[src/rtl/imm_extend_pipe.sv]
// Immediate-extension unit for the decode stage: sign/zero/upper/branch forms
// computed on the input side and held in a 2-entry output buffer with valid/ready handshakes.
module imm_extend_pipe #(
  parameter int IN_WIDTH  = 16,
  parameter int OUT_WIDTH = 32,
  parameter int SHIFT     = 2
) (
  input  logic                 Clk,
  input  logic                 Rst,
  input  logic                 in_valid,
  output logic                 in_ready,
  input  logic [IN_WIDTH-1:0]  in_data,
  input  logic [1:0]           in_mode,
  output logic                 out_valid,
  input  logic                 out_ready,
  output logic [OUT_WIDTH-1:0] out_data,
  output logic [1:0]           out_mode
);

  localparam int PAD_W = OUT_WIDTH - IN_WIDTH;

  // The state encoding doubles as the buffer occupancy count.
  typedef enum logic [1:0] {
    EMPTY = 2'd0,
    ONE   = 2'd1,
    FULL  = 2'd2
  } occ_e;

  function automatic logic [OUT_WIDTH-1:0] extend_imm(
    input logic [IN_WIDTH-1:0] imm,
    input logic [1:0]          mode
  );
    logic [OUT_WIDTH-1:0] sext;
    logic [OUT_WIDTH-1:0] res;
    sext = {{PAD_W{imm[IN_WIDTH-1]}}, imm};
    case (mode)
      2'b00:   res = sext;
      2'b01:   res = {{PAD_W{1'b0}}, imm};
      2'b10:   res = {imm, {PAD_W{1'b0}}};
      2'b11:   res = sext << SHIFT;
      default: res = '0;
    endcase
    return res;
  endfunction

  occ_e                 state_q, state_d;
  logic                 rd_ptr_q, rd_ptr_d;
  logic                 wr_ptr_q, wr_ptr_d;
  logic [OUT_WIDTH-1:0] data_mem_q [2];
  logic [OUT_WIDTH-1:0] data_mem_d [2];
  logic [1:0]           mode_mem_q [2];
  logic [1:0]           mode_mem_d [2];
  logic                 in_ready_q, in_ready_d;
  logic                 out_valid_q, out_valid_d;
  logic [OUT_WIDTH-1:0] out_data_q, out_data_d;
  logic [1:0]           out_mode_q, out_mode_d;
  logic                 push_s;
  logic                 pop_s;
  logic [OUT_WIDTH-1:0] ext_s;

  assign push_s = in_valid & in_ready_q;
  assign pop_s  = out_valid_q & out_ready;
  assign ext_s  = extend_imm(in_data, in_mode);

  // Occupancy transitions, pointer advance and storage write.
  always_comb begin
    state_d       = state_q;
    rd_ptr_d      = rd_ptr_q;
    wr_ptr_d      = wr_ptr_q;
    data_mem_d[0] = data_mem_q[0];
    data_mem_d[1] = data_mem_q[1];
    mode_mem_d[0] = mode_mem_q[0];
    mode_mem_d[1] = mode_mem_q[1];

    case (state_q)
      EMPTY: begin
        if (push_s) begin
          state_d = ONE;
        end else begin
          state_d = EMPTY;
        end
      end
      ONE: begin
        if (push_s && !pop_s) begin
          state_d = FULL;
        end else if (!push_s && pop_s) begin
          state_d = EMPTY;
        end else begin
          state_d = ONE;
        end
      end
      FULL: begin
        if (pop_s) begin
          state_d = ONE;
        end else begin
          state_d = FULL;
        end
      end
      default: state_d = EMPTY;
    endcase

    if (push_s) begin
      data_mem_d[wr_ptr_q] = ext_s;
      mode_mem_d[wr_ptr_q] = in_mode;
      wr_ptr_d             = ~wr_ptr_q;
    end else begin
      wr_ptr_d = wr_ptr_q;
    end

    if (pop_s) begin
      rd_ptr_d = ~rd_ptr_q;
    end else begin
      rd_ptr_d = rd_ptr_q;
    end
  end

  // Outputs are registered copies of the next head entry and occupancy flags.
  always_comb begin
    out_data_d  = data_mem_d[rd_ptr_d];
    out_mode_d  = mode_mem_d[rd_ptr_d];
    out_valid_d = (state_d != EMPTY);
    in_ready_d  = (state_d != FULL);
  end

  // State, storage and output registers; reset clears everything and drops in-flight data.
  always_ff @(posedge Clk or negedge Rst) begin
    if (!Rst) begin
      state_q       <= EMPTY;
      rd_ptr_q      <= 1'b0;
      wr_ptr_q      <= 1'b0;
      data_mem_q[0] <= '0;
      data_mem_q[1] <= '0;
      mode_mem_q[0] <= 2'b00;
      mode_mem_q[1] <= 2'b00;
      in_ready_q    <= 1'b1;
      out_valid_q   <= 1'b0;
      out_data_q    <= '0;
      out_mode_q    <= 2'b00;
    end else begin
      state_q       <= state_d;
      rd_ptr_q      <= rd_ptr_d;
      wr_ptr_q      <= wr_ptr_d;
      data_mem_q[0] <= data_mem_d[0];
      data_mem_q[1] <= data_mem_d[1];
      mode_mem_q[0] <= mode_mem_d[0];
      mode_mem_q[1] <= mode_mem_d[1];
      in_ready_q    <= in_ready_d;
      out_valid_q   <= out_valid_d;
      out_data_q    <= out_data_d;
      out_mode_q    <= out_mode_d;
    end
  end

  assign in_ready  = in_ready_q;
  assign out_valid = out_valid_q;
  assign out_data  = out_data_q;
  assign out_mode  = out_mode_q;

endmodule
[config.mk]
export PLATFORM = sky130hd
export DESIGN_NAME = imm_extend_pipe
export DESIGN_NICKNAME = d
export VERILOG_FILES = /design/src/rtl/imm_extend_pipe.sv
export SDC_FILE = /design/constraint.sdc
export NUM_CORES = 1
export LEC_CHECK = 0
export CORE_UTILIZATION = 51
export CTS_CLUSTER_DIAMETER = 120
export DETAILED_ROUTE_END_ITERATION = 6
export PLACE_DENSITY = 0.83
export SLEW_MARGIN = 20
export SYNTH_ARGS = -nofsm -noshare
export SYNTH_HDL_FRONTEND = slang
export SYNTH_SLANG_ARGS = --single-unit
[constraint.sdc]
create_clock -name Clk -period 1.5 [get_ports Clk]
set_input_delay 0.45 -clock Clk [delete_from_list [all_inputs] [get_ports Clk]]
set_output_delay 0.45 -clock Clk [all_outputs]
set_load 0.005 [all_outputs]
==> results.md <==
* Gr usage total at 33.8%
* Crit path arrival time at 2060 ps
* DRC at 0
* Placed cell area at 6510 um^2
* Final min period at 1790 ps
* Grt met1 use at 42.3%
* Failing checks: setup timing
* DR iter-0 viols at 808
* Port bufs at 57
* Top-level port count at 58
* Clock buffer depth at 2
* Number of global-route vias before repair at 5181
* Die Area at 10700 um^2
* Startpoint types: flop
* Routed WL at 20300 um
* CTS Sinks at 108
* Remaining global-route overflow at 0
* Clk pwr share at 12.6%
* Die height at 103 um
* RD Place Congestion at 0.883
* Mean post-synth cell area at 9.52 um^2
* DRT Pass-1 Iters at 7
* Top delay family on crit path: compound AO/OA/AOI/OAI gates
* Drt wl/cell at 24.5 um
* Worst setup EP type: flop
* Die X at 103 um
* Met2 Resource Use GR at 55.8%
* Synth area leader: dfrtp_1
* Main flop type after synthesis: dfrtp_1
* Sequential share of power at 31.8%
* Detail Route Antenna Nets at 0
* Synth area leaders: dfrtp_1 51%, nand2_1 5.3%, o21ai_1 4.8%, o21ai_0 3.5%, o31a_1 2.7%
* WP data required at 1760 ps
* Seq/Total Area, Yosys at 51.6%
* Yosys top cell area share at 51.1%
* Psw at 6.39 mW
* Worst Path Buf+Inv at 2
* RSZ-0062 raised after global routing: yes
* Drt via density at 6.83
* Power per cell area at 2040 nW/um^2
* Final instance area at 7830 um^2
* Fraction of registers with async set/reset at 100%
* Synth-to-layout area growth at 49.4%
* Sw Ratio at 40.0%
* Fmax achieved at 0.558 GHz
* Gr busiest metal: met2
* Max_cap viols at 0
* Starting density of the core at 53.1%
* Initial antenna violation count at 0
* CTS tree: built
* Crit Path Class: reg -> reg
* Rows at 36
* Worst skew pair latency at 380 ps
* Final Cycle Share at 119%
* CP max FO at 14
* Final hold violations at 0
* GR Util met3 at 4.44%
* Number of diodes at 0
* Hold slack final at 489 ps
* Core Box Area at 9860 um^2
* Gate power share at 55.6%
* Finished Layout Cells at 829
* # setup viols final at 81
* Gate Count Post-Synth at 550
* Hold Path Class: reg -> reg
* Clock transition at the registers of the reported paths at 110 ps
* Max-slew violation count at 0
* Max stage delay on crit path at 440 ps
* Pin count of the biggest net entering global routing at 56
* Outcome: finished, violations left
* CTS H-tree lvls at 3
* Nets at 713
* CP Cell Sequence: a21boi_4 -> buf_4 -> o21ai_1 -> a211oi_4 -> buf_12 -> a211o_1
* Yosys warnings at 0
* Post-Syn Nets at 572
* Clk_skew at 18.4 ps
* Dpl hpwl at 9440 um
* Netlist Area Pre-Place at 5240 um^2
* Post-synth EDFFs at 0
* Placed Cells at 776
* Relative slew slack at 62.7%
* Final Core Density at 79.3%
* Slowest cell on crit path: dfrtp_1
* Layout cell share with drive strength beyond 1 at 37.2%
* Internal power at 9.57 mW
* Clock buffer count from CTS at 9
* Vias at 5662
* Setup slack after layout at -292 ps
* Leak at 3.69 nW
* Worst slew pin tran at 559 ps
* Max rail drop VDD at 899 uV
* Clock Tree Root: clkbuf_8
* Global-route wire length before repair at 26700 um
* Register bit count reported by yosys at 108
* Distinct cell type count after synthesis at 49
==> state kept, by name, indices dropped and copies added, names as in the netlist, 2 cells and up <==
register	flops
data_mem_q	64
mode_mem_q	4
out_data	32
out_mode	2
state_q	2
==> synthesized netlist by cell type (all sizes together), types with 6 or more instances <==
master / instances
a211o: 14
a21oi: 19
a22oi: 14
and3: 14
buf: 33
clkbuf: 19
dfrtp: 107
inv: 18
nand2: 75
nand3: 18
nor2: 18
o2111ai: 14
o211ai: 15
o21ai: 87
o22ai: 6
o31a: 16
or2: 14
or3: 15
==> power by group through the flow <==
| stage | registers, mW | logic (mW) | clock network (mW) |
|---|---|---|---|
| after global routing | 5.19 | 9.28 | 2.11 |
| final | 5.08 | 8.87 | 2.01 |
| after floorplan | 4.80 | 3.53 | 0 |
| after global placement | 4.84 | 5.68 | 0 |
| after detailed placement | 4.89 | 5.93 | 0 |
| after CTS | 4.85 | 7.18 | 1.97 |
==> per-stage QoR <==
step                setup TNS [ps]  total power [mW]  setup slack, ps
floorplan                    -42.2              8.33            -14.1
global placement            -47370              10.5             -825
detailed placement          -49990              10.8             -868
CTS                          -6530              14.0             -173
global route                -13190              16.6             -291
finish                      -10630              16.0             -292
==> worst reg2reg max path, delay by kind of cell (launching register included) <==
kind	cells	cell delay [ps]
DFF	1	440
buffers and inverters	2	330
AOI/OAI and AO/OA	4	910
==> path summary, 6_finish.rpt <==
kind / cells past startpoint / from / to / slack, ps
max in group asynchronous: 3 / Rst / out_valid / 460
min reg2reg: 2 / data_mem_q[50] / data_mem_q[50] / 490
max reg2reg: 6 / rd_ptr_q / out_data[30] / -290
min in group asynchronous: 2 / Rst / data_mem_q[63] / 530
max: 6 / rd_ptr_q / out_data[30] / -290
min: 2 / data_mem_q[50] / data_mem_q[50] / 490
==> cells in the final DEF (no fill, tap or decap), types with 4 or more instances in the layout <==
cell	instances
nand2_1	37
nor2_1	17
o21ai_2	35
nand3_1	11
dfrtp_1	106
o211ai_1	15
buf_8	7
a21oi_2	5
o21ai_0	22
buf_4	60
clkdlybuf4s15_1	4
or3_1	14
nand2_2	25
inv_1	15
or2_1	8
and3_4	5
dlygate4sd2_1	36
a21oi_1	14
and3_1	9
nand2_4	12
o2111ai_1	14
buf_12	19
nand3_2	6
buf_16	7
o21ai_1	30
a22oi_1	14
o22ai_1	5
clkbuf_8	10
o31a_1	16
or2_2	6
a211o_1	14
buf_6	31
clkdlybuf4s50_1	15
==> routing by layer <==
layer	routed length (um)	vias to the layer above
met3	2270	185
met1	7010	2700
met2	9410	507
li1	-	2270
met5	0	-
met4	1650	0
==> area by class of cell <==
class,instances,area (um^2)
sequential,108,2710
multi-input combinational,372,2620
timing repair buffer,182,2040
fill,486,2040
tap,133,166
clock buffer,12,145
clock inverter,4,72.6
inverter,18,72.6
==> kinds of logic (layout without fill, tap and decap cells) <==
group | Yosys count | in the layout | share of synthesized area [%]
AO/OA/AOI/OAI | 203 | 203 | 25.4
multiplexers | 3 | 3 | 0.597
buffers and inverters | 70 | 216 | 6.57
flip-flops | 108 | 108 | 51.6
AND/OR/NAND/NOR | 166 | 166 | 15.8
==> timing repair <==
action                                  CTS  global route
buffers inserted                         14            13
pin swaps                                31            20
hold buffers                              1             0
endpoints found under the hold margin    20             0
endpoints found under the setup margin   93            83
gates resized for setup                 114           124
cloned                                    8             4
(Power assumes the default switching activity.)
